==> src/rtl/bcd_pkg.sv <==
// Shared constants and helpers for the multi-digit BCD up/down counter.
package bcd_pkg;

  localparam logic [3:0] BCD_MAX = 4'd9;
  localparam logic [3:0] BCD_MIN = 4'd0;

  localparam int BCD_WRAP = 0;
  localparam int BCD_SAT  = 1;

  // Non-decimal nibbles (A..F) are forced to the largest legal digit.
  function automatic logic [3:0] bcd_clamp(input logic [3:0] d);
    return (d > BCD_MAX) ? BCD_MAX : d;
  endfunction

endpackage

==> src/rtl/bcd_counter_n_if.sv <==
// Strobe/load/count bundle between a driver and the BCD counter.
interface bcd_counter_n_if #(
  parameter int DIGITS = 4
);

  logic                  inc;
  logic                  dec;
  logic                  clear;
  logic                  load;
  logic [4*DIGITS-1:0]   load_val;
  logic [4*DIGITS-1:0]   val;
  logic                  carry;
  logic                  borrow;
  logic                  zero;

  modport master (
    output inc, dec, clear, load, load_val,
    input  val, carry, borrow, zero
  );

  modport slave (
    input  inc, dec, clear, load, load_val,
    output val, carry, borrow, zero
  );

endinterface

==> src/rtl/bcd_digit_updn.sv <==
// One BCD digit register with clear/load/up/down next-state and ripple outputs.
module bcd_digit_updn
  import bcd_pkg::*;
(
  input  logic       clk,
  input  logic       reset_n,
  input  logic       up,
  input  logic       dn,
  input  logic       ci,
  input  logic       bi,
  input  logic       clear,
  input  logic       load,
  input  logic [3:0] ld_digit,
  output logic       co,
  output logic       bo,
  output logic [3:0] d
);

  logic [3:0] d_q;
  logic [3:0] d_d;
  logic       step_up;
  logic       step_dn;

  assign step_up = up & ci;
  assign step_dn = dn & bi;
  assign co      = step_up & (d_q == BCD_MAX);
  assign bo      = step_dn & (d_q == BCD_MIN);
  assign d       = d_q;

  always_comb begin
    // NOTE: d_d gets a default first so every path assigns it and no latch is inferred.
    d_d = d_q;
    if (clear) begin
      d_d = BCD_MIN;
    end else if (load) begin
      d_d = bcd_clamp(ld_digit);
    end else if (step_up) begin
      d_d = (d_q == BCD_MAX) ? BCD_MIN : d_q + 4'd1;
    end else if (step_dn) begin
      d_d = (d_q == BCD_MIN) ? BCD_MAX : d_q - 4'd1;
    end
  end

  always_ff @(posedge clk or negedge reset_n) begin
    if (!reset_n) begin
      d_q <= BCD_MIN;
    end else begin
      // NOTE: sequential state uses non-blocking assignment so all flops update together.
      d_q <= d_d;
    end
  end

endmodule

==> src/rtl/bcd_counter_n.sv <==
// N-digit BCD up/down counter: strobe sync + edge detect, wrap/saturate, carry/borrow pulses.
module bcd_counter_n
  import bcd_pkg::*;
#(
  parameter int DIGITS   = 4,
  parameter int SATURATE = BCD_WRAP,
  parameter int SYNC_IN  = 1
) (
  input  logic             clk,
  input  logic             reset_n,
  bcd_counter_n_if.slave   bus
);

  logic [1:0]          inc_sync_q, inc_sync_d;
  logic [1:0]          dec_sync_q, dec_sync_d;
  logic                inc_hist_q, inc_hist_d;
  logic                dec_hist_q, dec_hist_d;
  logic                carry_q, carry_d;
  logic                borrow_q, borrow_d;
  logic                inc_tap, dec_tap;
  logic                inc_ev, dec_ev;
  logic                at_max, at_min;
  logic                up, dn;
  logic [4*DIGITS-1:0] val_w;

  always_comb begin
    inc_sync_d = {inc_sync_q[0], bus.inc};
    dec_sync_d = {dec_sync_q[0], bus.dec};
    // Without synchronisation a single register stage still sits ahead of the history flop.
    inc_tap    = (SYNC_IN != 0) ? inc_sync_q[1] : inc_sync_q[0];
    dec_tap    = (SYNC_IN != 0) ? dec_sync_q[1] : dec_sync_q[0];
    inc_hist_d = inc_tap;
    dec_hist_d = dec_tap;
    inc_ev     = inc_tap & ~inc_hist_q;
    dec_ev     = dec_tap & ~dec_hist_q;
  end

  always_comb begin
    at_max = 1'b1;
    at_min = 1'b1;
    for (int i = 0; i < DIGITS; i++) begin
      at_max = at_max & (val_w[4*i +: 4] == BCD_MAX);
      at_min = at_min & (val_w[4*i +: 4] == BCD_MIN);
    end
    // Opposing events cancel; clear/load discard events rather than queue them.
    up = inc_ev & ~dec_ev & ~bus.clear & ~bus.load;
    dn = dec_ev & ~inc_ev & ~bus.clear & ~bus.load;
    if (SATURATE == BCD_SAT) begin
      up = up & ~at_max;
      dn = dn & ~at_min;
    end
  end

  for (genvar i = 0; i < DIGITS; i++) begin : g_digit
    logic       ci_w, bi_w, co_w, bo_w;
    logic [3:0] d_w;

    if (i == 0) begin : g_first
      assign ci_w = 1'b1;
      assign bi_w = 1'b1;
    end else begin : g_next
      assign ci_w = g_digit[i-1].co_w;
      assign bi_w = g_digit[i-1].bo_w;
    end

    bcd_digit_updn u_digit (
      .clk      (clk),
      .reset_n  (reset_n),
      .up       (up),
      .dn       (dn),
      .ci       (ci_w),
      .bi       (bi_w),
      .clear    (bus.clear),
      .load     (bus.load),
      .ld_digit (bus.load_val[4*i +: 4]),
      .co       (co_w),
      .bo       (bo_w),
      .d        (d_w)
    );

    assign val_w[4*i +: 4] = d_w;
  end

  // Ripple out of the top digit is the wrap; in saturate mode the gating keeps it low.
  assign carry_d  = g_digit[DIGITS-1].co_w;
  assign borrow_d = g_digit[DIGITS-1].bo_w;

  always_ff @(posedge clk or negedge reset_n) begin
    if (!reset_n) begin
      inc_sync_q <= '0;
      dec_sync_q <= '0;
      inc_hist_q <= 1'b0;
      dec_hist_q <= 1'b0;
      carry_q    <= 1'b0;
      borrow_q   <= 1'b0;
    end else begin
      inc_sync_q <= inc_sync_d;
      dec_sync_q <= dec_sync_d;
      inc_hist_q <= inc_hist_d;
      dec_hist_q <= dec_hist_d;
      carry_q    <= carry_d;
      borrow_q   <= borrow_d;
    end
  end

  assign bus.val    = val_w;
  assign bus.carry  = carry_q;
  assign bus.borrow = borrow_q;
  assign bus.zero   = (val_w == '0);

endmodule

==> src/flat_wrapper.sv <==
// flat-port wrapper written by rule: the top's interface ports become plain ports
module bcd_counter_n_flat import bcd_pkg::*;
#(
  parameter int DIGITS   = 4,
  parameter int SATURATE = BCD_WRAP,
  parameter int SYNC_IN  = 1
)
  (clk, reset_n, bus_inc, bus_dec, bus_clear, bus_load, bus_load_val, bus_val, bus_carry, bus_borrow, bus_zero);
  bcd_counter_n_if #(.DIGITS(DIGITS)) bus_i ();
  input  logic clk;
  input  logic reset_n;
  input wire logic [$bits(bus_i.inc)-1:0] bus_inc;
  input wire logic [$bits(bus_i.dec)-1:0] bus_dec;
  input wire logic [$bits(bus_i.clear)-1:0] bus_clear;
  input wire logic [$bits(bus_i.load)-1:0] bus_load;
  input wire logic [$bits(bus_i.load_val)-1:0] bus_load_val;
  output wire logic [$bits(bus_i.val)-1:0] bus_val;
  output wire logic [$bits(bus_i.carry)-1:0] bus_carry;
  output wire logic [$bits(bus_i.borrow)-1:0] bus_borrow;
  output wire logic [$bits(bus_i.zero)-1:0] bus_zero;
  assign bus_i.inc = bus_inc;
  assign bus_i.dec = bus_dec;
  assign bus_i.clear = bus_clear;
  assign bus_i.load = bus_load;
  assign bus_i.load_val = bus_load_val;
  assign bus_val = bus_i.val;
  assign bus_carry = bus_i.carry;
  assign bus_borrow = bus_i.borrow;
  assign bus_zero = bus_i.zero;
  bcd_counter_n #(.DIGITS(DIGITS), .SATURATE(SATURATE), .SYNC_IN(SYNC_IN)) u_core (.clk(clk), .reset_n(reset_n), .bus(bus_i));
endmodule
==> config.mk <==
export PLATFORM = sky130hd
export DESIGN_NAME = bcd_counter_n_flat
export DESIGN_NICKNAME = d
export VERILOG_FILES = /design/src/rtl/bcd_pkg.sv /design/src/rtl/bcd_counter_n_if.sv /design/src/rtl/bcd_digit_updn.sv /design/src/rtl/bcd_counter_n.sv /design/src/flat_wrapper.sv
export SDC_FILE = /design/constraint.sdc
export NUM_CORES = 1
export LEC_CHECK = 0
export BUFFER_PORTS_ARGS = -buffer_cell sky130_fd_sc_hd__clkbuf_2
export CAP_MARGIN = 5
export CORE_AREA = 5 5 82 84
export CTS_BUF_LIST = sky130_fd_sc_hd__clkbuf_4 sky130_fd_sc_hd__clkbuf_8 sky130_fd_sc_hd__clkbuf_16
export CTS_CLUSTER_SIZE = 16
export DETAILED_ROUTE_END_ITERATION = 10
export DIE_AREA = 0 0 87 89
export GPL_TIMING_DRIVEN = 0
export SYNTH_ARGS = -nofsm -noshare
export SYNTH_HDL_FRONTEND = slang
export SYNTH_SLANG_ARGS = --single-unit
export TNS_END_PERCENT = 50
==> constraint.sdc <==
create_clock -name clk -period 7 [get_ports clk]
set_clock_uncertainty 0.2 [all_clocks]
set_input_delay 0 -clock clk [delete_from_list [all_inputs] [get_ports clk]]
set_output_delay 0 -clock clk [all_outputs]
set_load 0.005 [all_outputs]
* After elaboration in Yosys (flattened, before gate mapping)
Index checks and enable logic that the tools add are counted.
Storage, ports and cells: register bits after elaboration 24, input bits 22, output and inout bits 19, logic and storage cells 91
Operators by class: add/sub/neg operators 8, magnitude comparators 4, equal/unequal tests 4, mux-type cells 28, bitwise logic cells 28, reductions and logical operators 9
Operator list (count):
- $mux W4 | 28
- $and A1 B1 Y1 | 22
- $add A4 B1 Y4 const B | 4
- $eq A4 B4 Y1 const B | 4
- $gt A4 B4 Y1 const B | 4
- $logic_not A16 Y1 | 1
- $logic_not A4 Y1 | 4
- $reduce_bool A4 Y1 | 4
- $sub A4 B1 Y4 const B | 4
- $not A1 Y1 | 6

* Depth between registers and ports, before layout
depth after elaboration 16, depth in mapped cells 8, gate-level depth less buffers 7

* Modules after synthesis
Synthesis repeated with hierarchy kept, for this count alone.
Unflattened totals: cells, all modules 247, area total of the unflattened synthesis 2113.3 sq um
By module, submodules not included:
- bcd_digit_updn | instances 4, cells each 57, area each 461.7 sq um, sequential area each 100.1 sq um
- bcd_counter_n | instances 1, cells each 19, area each 266.5 sq um, sequential area each 200.2 sq um

* Worst setup path before layout
OpenSTA, ideal clock, no wires.
path type flip-flop to flip-flop, from reg u_core.g_digit[1].u_digit.d_q[1], to reg u_core.g_digit[3].u_digit.d_q[2], library setup time 0.103 ns, data arrival time 2.150 ns, data required time 6.697 ns, setup slack 4.547 ns, cell stages (with the launch flop) 9, path buffers 1, clock period less this slack 2.453 ns, cells stage by stage dfrtp_1 inv_1 ha_1 nand3b_1 or4_1 buf_2 nor2_1 nor2_1 o41ai_2
Between the ends: longest elaborated chain between the ends 8, elaborated cells on any way between the ends 14, classes of those cells eq/ne: 1; mux: 3; bitwise: 8; reduce/logical: 2
Ends and longest elaborated chain:
- from (decl) | RTL line bcd_digit_updn.sv:19 | logic [3:0] d_q;
- from (signal assigned) | RTL line bcd_digit_updn.sv:46 | d_q <= BCD_MIN;
- from (signal assigned) | RTL line bcd_digit_updn.sv:49 | d_q <= d_d;
- $eq A4 B4 Y1
- $and A1 B1 Y1 | RTL line bcd_digit_updn.sv:26 | assign co = step_up & (d_q == BCD_MAX);
- $and A1 B1 Y1 | RTL line bcd_digit_updn.sv:24 | assign step_up = up & ci;
- $and A1 B1 Y1 | RTL line bcd_digit_updn.sv:26
- $and A1 B1 Y1 | RTL line bcd_digit_updn.sv:24
- $mux W4 | RTL line bcd_digit_updn.sv:37 | end else if (step_up) begin
- $mux W4 | RTL line bcd_digit_updn.sv:35 | end else if (load) begin
- $mux W4 | RTL line bcd_digit_updn.sv:33 | if (clear) begin
- to (signal assigned) | RTL line bcd_digit_updn.sv:46
- to (signal assigned) | RTL line bcd_digit_updn.sv:49
- to (decl) | RTL line bcd_digit_updn.sv:19
Parallel ways exist; a longest one is shown, timed or not. A chain may end at the register's enable or synchronous reset.

* Final worst setup path
from reg u_core.g_digit[0].u_digit.d_q[1], to reg u_core.g_digit[1].u_digit.d_q[0]
Between the ends: longest elaborated chain between the ends 6, elaborated cells on any way between the ends 10, classes of those cells eq/ne: 1; mux: 3; bitwise: 4; reduce/logical: 2
Ends and longest elaborated chain (RTL line):
- from (decl) | bcd_digit_updn.sv:19
- from (signal assigned) | bcd_digit_updn.sv:46
- from (signal assigned) | bcd_digit_updn.sv:49
- $eq A4 B4 Y1
- $and A1 B1 Y1 | bcd_digit_updn.sv:26
- $and A1 B1 Y1 | bcd_digit_updn.sv:24
- $mux W4 | bcd_digit_updn.sv:37
- $mux W4 | bcd_digit_updn.sv:35
- $mux W4 | bcd_digit_updn.sv:33
Parallel ways exist; a longest one is shown, timed or not.

==> reports/results.ini <==
[grt]
grt_max_degree = 25
grt_pass1_vias = 2013
overflow = 0
grt_first_pass_wirelength_um = 9650
grt_util_all_layers = 0.152
antenna_found_initial = 0

[die]
chipHeight_um = 89
core_area_sq_mm = 0.00585
die_area_sq_mm = 0.00774
die_x_um = 87
io_pins = 41
rows = 28
initial_core_util = 0.344

[worst_setup_path]
crit_arrival_ns = 3.45
endpoint_kind = flop
startpoint_type = flop
crit_path_start = u_core.g_digit[0].u_digit.d[1]
reg2reg_from = u_core.g_digit[0].u_digit.d[1]
critPathRequiredTime_ns = 7.02
path_class = flop to flop
path_max_fanout = 7

[layout]
layout-drive-gt1-share = 0.170
nFillCells = 591
diodes = 0
nNetsFinal = 346
postLayoutCoreUtil = 0.439
fin_cells = 386
area_growth_pct = 27.5

[synth]
yosys_warnings = 0
synth_seq_cells = 24
synth_fp_nets = 281
synth_area_sq_mm = 0.00201
postSynthCellCount = 247
synth_flop_cell = dfrtp_1
async_reset_ff_frac = 1.00
seq_area_frac_synth = 0.298
synth_edf_count = 0
avgSynthCellArea_sq_um = 8.15
yosysUniqueCellTypes = 53

[cts]
clkTransAtPathRegs_ns = 0.09
cts.sinks = 24
post_cts_resized = 0
cts_setup_buffers = 0
clk_latency_ns = 0.28
cts_tree = built
cts_max_level = 1
root_buffer = clkbuf_8
numCtsBuffers = 3
cts_hold_buf = 21
cts_buffer_depth = 2

[route]
drt-pass1-iter-count = 4
wl_per_cell_um = 14.8
drtIter0Drc = 98
via_per_inst = 5.48
drcViolationCount = 0
ant_nets = 0
wl_um = 5730
vias = 2114

[hold_path]
hp-start = bus_load_val[6]
hp-class = input port to flop

[placement]
dpl.hpwl_um = 4240
pre_cts_ws_ns = 4.17
port_buffers = 39
finalWeightedCongestion = 0.899
placed_cells = 361

[timing]
finalSetupViolations = 0
max_freq_ghz = 0.292
slew_violations = 0
period_minus_slack_ns = 3.43
hold_viol_final = 0
setup_ws_ns = 3.57
worstMarginPinSlew_ns = 0.804
rsz0062_at_grt = no
final.setup.tns_ns = 0
min_period_over_period = 0.490
relSlewSlack = 0.461

[pwr]
ir_worst_vdd_mv = 0.0966
leakagePower_nw = 1.10
powerDensity_mw_per_mm2 = 159

[outcome]
status = complete, no violations

[flow_run]
cap_violations = 0

[cell type report]
cell class	instances	area [sq um]	area share
multi-input cells	194	1290	0.504
flip-flops and latches	24	601	0.234
repair buffers	60	405	0.158
well taps	75	93.8	0.0365
inverters	16	60.1	0.0234
plain buffers	13	57.6	0.0224
clock buffers	4	55.1	0.0214
[metrics by stage]
step	hold WS [ns]	power, mW	area [sq um]
after CTS	0.0131	0.408	2570
after floorplan	-0.496	0.259	2010
after global routing	0.0359	0.434	2570
after global placement	-0.150	0.301	2300
after detailed placement	-0.143	0.303	2300
final	0.00200	0.408	2570
[flip-flops by register name (all words and copies together), names as in the netlist]
register                  flops
u_core.bus.borrow             1
u_core.inc_sync_q             2
u_core.bus.carry              1
u_core.inc_hist_q             1
u_core.dec_hist_q             1
u_core.dec_sync_q             2
u_core.g_digit.u_digit.d     16
[critical path, cell delays in order, from the launching register on]
cell	delay [ns]
dfrtp_1	0.45
inv_1	0.13
ha_1	0.26
nand3b_1	0.22
nor3_1	0.65
a21oi_1	0.22
or3_1	0.40
a311oi_1	0.26
dlygate4sd3_1	0.58
[layer usage]
metal	global-route usage	wire, um	up-vias
met5	0	0	-
met1	0.216	2850	1012
met2	0.253	2550	45
li1	-	-	1053
met3	0.0249	303	4
met4	0.0142	21	0
[layout by cell type, fill, tap and decap left out, drive strengths merged, types with 3 or more instances in the layout]
cell	instances
nor3b	3
nor4	4
nand3	9
inv	16
dlygate4sd3	21
nand2b	3
a22o	3
a311oi	3
a21oi	11
nor2b	3
xnor2	3
nand2	36
ha	12
o21ai	14
nor2	19
nand4	5
o31ai	8
dfrtp	24
nand3b	5
mux4	3
clkbuf	54
a31oi	9
nor3	8
[logic make-up after synthesis]
| group | share of synthesized area |
|---|---|
| compound gates | 0.244 |
| xor+xnor | 0.0131 |
| fa+ha+maj | 0.0746 |
| buf+inv | 0.0584 |
| flops | 0.298 |
| mux | 0.0404 |
| simple gates | 0.271 |
[synthesized netlist by cell type (all sizes together) (4+ instances only)]
library cell,number,share of area
inv,16,0.030
nand4,5,0.016
nor3,8,0.020
nand3b,5,0.019
o31ai,8,0.030
clkbuf,11,0.021
ha,12,0.075
dfrtp,24,0.30
nand3,9,0.029
nor2,19,0.035
o21ai,14,0.035
nand2,36,0.067
a31oi,9,0.028
nor4,4,0.020
a21oi,11,0.027
[power by group]
part           leakage (nW)  internal (mW)  switching (mW)  total, mW
clock network        0.0288         0.0503          0.0474     0.0977
registers             0.307          0.149          0.0132      0.162
logic                 0.763         0.0657          0.0819      0.148
total                  1.10          0.265           0.142      0.408
[final timing paths]
kind | end | slack (ns) | depth (start not counted)
worst max-delay path | u_core.g_digit[1].u_digit.d[0] | 3.57 | 8
worst min-delay path | u_core.g_digit[1].u_digit.d[2] | 0.002 | 4
worst max register to register | u_core.g_digit[1].u_digit.d[0] | 3.57 | 8
worst min register to register | u_core.dec_sync_q[1] | 0.15 | 0
max in group asynchronous | u_core.g_digit[2].u_digit.d[1] | 6.10 | 2
min in group asynchronous | u_core.g_digit[1].u_digit.d[2] | 0.07 | 2
Power figures use the tool's default switching activity.
